`src/rtl/muldiv_seq.sv`:
```
// muldiv_seq: sequencer for the shared MULT/DIV unit and the HI/LO register pair.
// After an accepted start, it enables the selected unit for a fixed number of cycles.
// It then writes HI/LO once and pulses done.
// On divide-by-zero it aborts instead and raises exc_div0.
module muldiv_seq #(
    parameter int MULT_CYCLES = 32,
    parameter int DIV_CYCLES  = 32
) (
    input  logic       clk,
    input  logic       reset,
    input  logic       start,
    input  logic [1:0] op,
    input  logic       div_zero,
    output logic       MULT_ctrl,
    output logic       DIV_ctrl,
    output logic       DIV_type,
    output logic       HI_ctrl,
    output logic       LO_ctrl,
    output logic       HILO_write,
    output logic       busy,
    output logic       done,
    output logic       exc_div0
);

    localparam int MAXC = (MULT_CYCLES > DIV_CYCLES) ? MULT_CYCLES : DIV_CYCLES;
    // A one-cycle unit still needs a one-bit counter.
    localparam int CW   = (MAXC > 1) ? $clog2(MAXC) : 1;

    localparam logic [CW-1:0] MULT_LOAD = CW'(MULT_CYCLES - 1);
    localparam logic [CW-1:0] DIV_LOAD  = CW'(DIV_CYCLES - 1);

    localparam logic [1:0] S_IDLE  = 2'd0;
    localparam logic [1:0] S_RUN   = 2'd1;
    localparam logic [1:0] S_WRITE = 2'd2;
    localparam logic [1:0] S_ABORT = 2'd3;

    localparam logic [1:0] OP_MULT = 2'b00;
    localparam logic [1:0] OP_DIVM = 2'b10;
    localparam logic [1:0] OP_RSVD = 2'b11;

    logic [1:0]    state_q, state_d;
    logic [CW-1:0] cnt_q, cnt_d;
    logic          is_div_q, is_div_d;
    logic          hilo_sel_q, hilo_sel_d;
    logic          div_type_q, div_type_d;

    // Next-state logic.
    // Mux selects only change when a start is accepted, so the HI/LO path stays stable.
    always_comb begin
        state_d    = state_q;
        cnt_d      = cnt_q;
        is_div_d   = is_div_q;
        hilo_sel_d = hilo_sel_q;
        div_type_d = div_type_q;
        case (state_q)
            S_IDLE: begin
                if (start && (op != OP_RSVD)) begin
                    state_d    = S_RUN;
                    is_div_d   = (op != OP_MULT);
                    hilo_sel_d = (op == OP_MULT);
                    div_type_d = (op == OP_DIVM);
                    cnt_d      = (op == OP_MULT) ? MULT_LOAD : DIV_LOAD;
                end
            end
            S_RUN: begin
                // A divide-by-zero wins even on the last RUN cycle.
                if (is_div_q && div_zero) begin
                    state_d = S_ABORT;
                    cnt_d   = '0;
                end else if (cnt_q == '0) begin
                    state_d = S_WRITE;
                end else begin
                    cnt_d = cnt_q - CW'(1);
                end
            end
            S_WRITE: state_d = S_IDLE;
            S_ABORT: state_d = S_IDLE;
            default: state_d = S_IDLE;
        endcase
    end

    // State and configuration registers, asynchronously cleared.
    always_ff @(posedge clk or negedge reset) begin
        if (!reset) begin
            state_q    <= S_IDLE;
            cnt_q      <= '0;
            is_div_q   <= 1'b0;
            hilo_sel_q <= 1'b0;
            div_type_q <= 1'b0;
        end else begin
            state_q    <= state_d;
            cnt_q      <= cnt_d;
            is_div_q   <= is_div_d;
            hilo_sel_q <= hilo_sel_d;
            div_type_q <= div_type_d;
        end
    end

    // Outputs decode only registered state, so no input reaches an output combinationally.
    assign MULT_ctrl  = (state_q == S_RUN) && !is_div_q;
    assign DIV_ctrl   = (state_q == S_RUN) &&  is_div_q;
    assign DIV_type   = div_type_q;
    assign HI_ctrl    = hilo_sel_q;
    assign LO_ctrl    = hilo_sel_q;
    assign HILO_write = (state_q == S_WRITE);
    assign busy       = (state_q != S_IDLE);
    assign done       = (state_q == S_WRITE) || (state_q == S_ABORT);
    assign exc_div0   = (state_q == S_ABORT);

endmodule

```
`config.mk`:
```
export PLATFORM = sky130hd
export DESIGN_NAME = muldiv_seq
export DESIGN_NICKNAME = d
export VERILOG_FILES = /design/src/rtl/muldiv_seq.sv
export SDC_FILE = /design/constraint.sdc
export NUM_CORES = 1
export LEC_CHECK = 0
export CORE_AREA = 2 2 39 41
export CTS_CLUSTER_SIZE = 24
export DETAILED_ROUTE_END_ITERATION = 7
export DIE_AREA = 0 0 41 43
export PLACE_DENSITY_LB_ADDON = 0.2
export SLEW_MARGIN = 20
export SYNTH_ARGS = -nofsm -noshare
export SYNTH_HDL_FRONTEND = slang
export SYNTH_SLANG_ARGS = --single-unit
```
`constraint.sdc`:
```
create_clock -name clk -period 2.05 [get_ports clk]
set_input_delay 0.615 -clock clk [delete_from_list [all_inputs] [get_ports clk]]
set_output_delay 0.615 -clock clk [all_outputs]
set_load 0.01 [all_outputs]
```
==> run_results.csv, run 1 <==
group,metric,value,unit
timing,worst_slew_pin_slew,0.451,ns
power,p_int,734,µW
timing,final_hold_viol_count,0,
timing,max_freq,504,MHz
power,power_density,1520,nW/µm²
timing,hold-worst-slack,0.489,ns
clock_tree,clock_sinks,10,
global_route,grt_pass1_vias,482,
worst_setup_path,startpoint,"state_q[0]",
synth,synth_cell_type_count,27,
synth,synth_top_flop_cell,"dfrtp_1",
timing,fin_crit,1.98,ns
clock_tree,cts_tree,"yes",
synth,seq_area_frac_synth,44.7,%
synth,ys_warn_count,0,
timing,fin_crit_sh,96.7,%
layout,register_area,250,µm²
layout,fillers,130,
worst_setup_path,path_max_fanout,5,
synth,muxShareOfSynthArea,1.79,%
global_route,grt_use_total,17.4,%
synth,synth_area_leaders,"dfrtp_1, a21oi_1, a22o_2",
power,power.switching,438,µW
clock_tree,cts_root_buf,"clkbuf_4",
synth,yosys.area_share.adder,2.24,%
layout,drive_above_1_share,23.4,%
power,vdd_drop_max,641,µV
synth,synth_compound_area_share,24.4,%
layout,n_antenna_cell,0,
placed_design,place_congestion,0.802,
route,dr.pass1.iters,2,
synth,synth-xor-area-share,0,%
clock_tree,cts_max_level,1,
layout,nNetsFinal,86,
synth,synth.net_count,63,
power,p_clk_share,11.3,%
route,drcViolationCount,0,
synth,synth_top_area_share,44.7,%
route,vias_per_cell,5.40,
floorplanning,num_rows,14,
route,drt_iter0_drc,1,
floorplanning,die_h,43,µm
worst_setup_path,critPathKind,"reg -> out",
global_route,grt_pass1_wl,2.06,mm
synth,syn_area_per_cell,9.99,µm²
route,avgRoutedWirePerCell,12.7,µm
route,wl,1.18,mm
timing,rsz0062_at_grt,"no",
power,power.leakage,0.000356,µW
synth,synth-simple-area-share,23.5,%
layout,area_delta_synth_final,37.6,%
synth,synth_area,559,µm²
floorplanning,core_area,1380,µm²
floorplanning,start_util,40.4,%
worst_setup_path,reg2reg_to,"cnt_q[1]",
worst_setup_path,path_depth,3,
global_route,grt_max_degree,11,
power,p_comb_share,55.9,%
clock_tree,clock_latency,0.26,ns
clock_tree,cts_buffers,3,
layout,post-route-util,55.6,%
run,maxCapViolCount,0,
worst_setup_path,rrSetupSlack,0.26,ns
synth,synth_most_common_cell,"dfrtp_1",
clock_tree,cts_hold_buf,0,
power,power,1170,µW
clock_tree,clock_path_buffers,2,
synth,async_reset_ff_share,100,%
timing,slew_headroom,69.8,%
worst_setup_path,end_kind,"output pin",
worst_setup_path,path_buf_inv,2,
worst_setup_path,crit_family,"buffers and inverters",
route,route.vias.total,502,
floorplanning,die_w,41,µm
synth,netlist_instances,56,
timing,slew_viol_final,0,
outcome,status,"finished clean",
worst_setup_path,cp_slowest_cell,"dfrtp_1",
floorplanning,fp.dieArea,1760,µm²
worst_setup_path,worstReg2RegStart,"cnt_q[0]",
synth,synth_edf_count,0,
timing,skew,0.00589,ns
worst_setup_path,slowest_delay,0.41,ns
worst_setup_path,crit_path_end,"busy",
timing,finalSetupViolCount,0,
global_route,antenna_found_initial,0,
worst_setup_path,path_cells,"buf_4, or2_2, dlygate4sd2_1",
min_path,worstHoldPathType,"reg -> reg",
layout,multi_input_area,290,µm²
power,netSwitchingFraction,37.4,%
placed_design,place.detailed.hpwl,894,µm
global_route,overflow,0,
clock_tree,clkTransAtPathRegs,0.06,ns
power,power_frac_seq,32.9,%
floorplanning,ioPinCount,15,
route,drtAntennaViolNets,0,
worst_setup_path,cp_data_arrival_time,1.37,ns
synth,synth_top_family_by_area,"compound AO/OA/AOI/OAI gates",
timing,tns,0,ns
synth,synth_top_cell_by_area,"dfrtp_1",
placed_design,port_buffers,14,
worst_setup_path,crit_required,1.43,ns
synth,ys_top_cells_by_count,"dfrtp_1, a21oi_1, nand2_1, o21ai_0",
worst_setup_path,worstSetupStartpointType,"register",
synth,ys_ff_latch,10,
worst_setup_path,r2r_cells,5,
==> flip-flops by register name (all words and copies together), names as in the netlist <==
register / count
DIV_type: 1
HI_ctrl: 1
cnt_q: 5
is_div_q: 1
state_q: 2
==> stage by stage <==
step           setup WS, ns  cell area [µm²]  cells
5_1_grt             0.00706              769     93
3_3_place_gp         0.0377              746     89
6_report             0.0668              769     93
3_5_place_dp         0.0321              746     89
2_1_floorplan         0.386              559     56
4_1_cts              0.0643              769     93
==> layout make-up <==
cell class,count,area share [%]
inverter,2,0.976
timing repair buffer,20,23.3
multi-input combinational,42,37.7
clock buffer,3,2.93
sequential,10,32.5
tap,16,2.60
==> timing repair <==
item                       in CTS  in global routing
setup endpoints to repair       5                  0
resized for setup               5                  0
setup buffers                   1                  0
hold endpoints to repair        0                  0
==> power groups by stage <==
| stage | logic, µW | clock network (µW) | registers [µW] |
|---|---|---|---|
| after CTS | 659 | 135 | 384 |
| after global routing | 726 | 144 | 404 |
| after floorplan | 387 | 0 | 387 |
| after global placement | 658 | 0 | 389 |
| after detailed placement | 669 | 0 | 394 |
| final | 655 | 132 | 385 |
==> per-layer routing <==
metal	vias to the layer above	share of wire, %	global-route usage (%)	wire length [µm]
met5	-	0	0	0
met4	0	1.0	9.33	12
met3	2	4.5	5.24	53
met2	12	46	23.8	543
met1	236	49	24.1	574
li1	252	-	-	-
==> how the worst min path moves through the flow <==
stage,startpoint,to,slack (ns),cells past startpoint
after floorplan,reset,DIV_type,0.32,0
after global placement,DIV_type,DIV_type,0.48,1
after detailed placement,DIV_type,DIV_type,0.48,1
after CTS,DIV_type,DIV_type,0.49,1
after global routing,DIV_type,DIV_type,0.51,1
final,DIV_type,DIV_type,0.49,1
==> cell families (layout without fill, tap and decap cells) <==
family	Yosys count	count (layout)
buffers and inverters	4	25
AO/OA/AOI/OAI	19	19
multiplexers	1	1
flip-flops	10	10
AND/OR/NAND/NOR	21	21
adder cells (fa/ha/maj)	1	1
==> cell usage in the layout (no fill, tap or decap), drive strengths merged, types with 2 or more instances in the layout <==
cell type and n:
inv 2, a211oi 2, dfrtp 10, nand2 4, a21oi 4, nor3b 2
nor2 3, dlygate4sd2 5, clkbuf 3, clkdlybuf4s50 9, a21o 2, buf 6
o22a 2, and2 3, nor3 2, a22o 2, o21ai 4
Power figures use the tool's default switching activity.
==> run 2: changes to the inputs <==
TNS_END_PERCENT = 50   (was not set)
==> results of run 2 <==
No change in the layout: final DEF, timing and power equal those of run 1.
==> edit: new RTL, config.mk and constraints of run 1 <==
`DIV_CYCLES`: 32 -> 64.
--- a/src/rtl/muldiv_seq.sv
+++ b/src/rtl/muldiv_seq.sv
@@ -4,7 +4,7 @@
 // On divide-by-zero it aborts instead and raises exc_div0.
 module muldiv_seq #(
     parameter int MULT_CYCLES = 32,
-    parameter int DIV_CYCLES  = 32
+    parameter int DIV_CYCLES  = 64
 ) (
     input  logic       clk,
     input  logic       reset,
Behaviour: same outputs for any inputs over 10 cycles, from zero or initial values and one cycle with reset low; that may be too few to reach the edited logic, so the function may still have changed.
==> edit against run 1 <==
  * First-iteration DRC count grew to 14 times the old value
  * Design area is 17% higher
  * Setup slack worse by 7.1 ps
  * Sequential power is 7.8% higher
  * Clock skew is 2.4 ps lower
  * Synthesized area is 18% higher
  * Sequential cell count is 1 higher
  * Clock power is 17% higher
  * Routed wire length is 24% higher
  * Critical path depth stayed put
  * Sequential share of layout area is 1.9 points lower
  * Total power is 23% higher
==> edit: results <==
[finish]
final_nets = 104
drive_gt1_share_pct = 23.2

[grt]
track_usage_pct = 21.7
grt_pass1_wl_um = 2460
globalRouteMet1Util_pct = 28.5
grtUsageMet3_pct = 7.33
met2_usage_pct = 29.1
grt_max_degree = 12

[pwr]
leakagePower_nw = 0.433

[clock_tree]
clock_latency_ps = 280
cts_resized = 3

[route]
via_count = 587
wl_met3_um = 77
post_drt_wl_per_cell_um = 13.2
drtIter0Drc = 14
met1Wirelength_um = 672
dr.pass1.iters = 4
met2_length_um = 675

[setup_path]
crit_slowest_cell = clkdlybuf4s50_1

[yosys]
synthTopCellsByCount = dfrtp_1, nor2_1, inv_1
yosys-top-cells-area = dfrtp_1, nor2_1, inv_1
yosys.area_share.adder_pct = 3.78

[placement]
placed_area_um2 = 861
dpl.hpwl_um = 1130
place_congestion = 0.890

[timing]
tightestPinTransition_ps = 481
clock_skew_ps = 3.54

[outcome]
run_status = finished, final reports clean
[edit: layout make-up]
| cell class | count | area [µm²] |
|---|---|---|
| Fill cell | 108 | 484 |
| Multi-Input combinational cell | 50 | 333 |
| Sequential cell | 11 | 275 |
| Timing Repair Buffer | 22 | 215 |
| Inverter | 8 | 30.0 |
| Clock buffer | 4 | 26.3 |
| Tap cell | 16 | 20.0 |
[edit: metrics by stage]
step,setup slack (ps),instances,util [%],power [mW]
after floorplan,508,73,-,0.958
after global placement,20.1,106,62.2,1.27
after detailed placement,1.69,106,62.2,1.28
after CTS,3.45,111,64.5,1.44
after global routing,7.37,111,65.0,1.55
final,59.8,111,65.0,1.44
[edit: worst max-delay path: cells and delay by family, from the launching register on]
kind	cells	cell delay, ps
flops	1	420
buf+inv	2	520
simple gates	1	160
[edit: power groups by stage]
stage          combinational (mW)  clock [mW]  sequential, mW
2_1_floorplan               0.547           0           0.411
3_3_place_gp                0.849           0           0.417
3_5_place_dp                0.864           0           0.421
4_1_cts                     0.868       0.158           0.413
5_1_grt                     0.954       0.169           0.430
6_report                    0.866       0.155           0.415
[edit: final timing paths]
| kind | from | end | slack, ps | depth (start not counted) |
|---|---|---|---|---|
| max reg2reg | cnt_q[0]$_DFFE_PN0P_ | cnt_q[5]$_DFFE_PN0P_ | 490 | 6 |
| min | DIV_type$_DFFE_PN0P_ | DIV_type$_DFFE_PN0P_ | 490 | 1 |
| max | state_q[0]$_DFFE_PN0P_ | busy | 60 | 3 |
| max in group asynchronous | reset | cnt_q[3]$_DFFE_PN0P_ | 1060 | 1 |
| min reg2reg | DIV_type$_DFFE_PN0P_ | DIV_type$_DFFE_PN0P_ | 490 | 1 |
| min in group asynchronous | reset | HI_ctrl$_DFFE_PN0P_ | 660 | 1 |
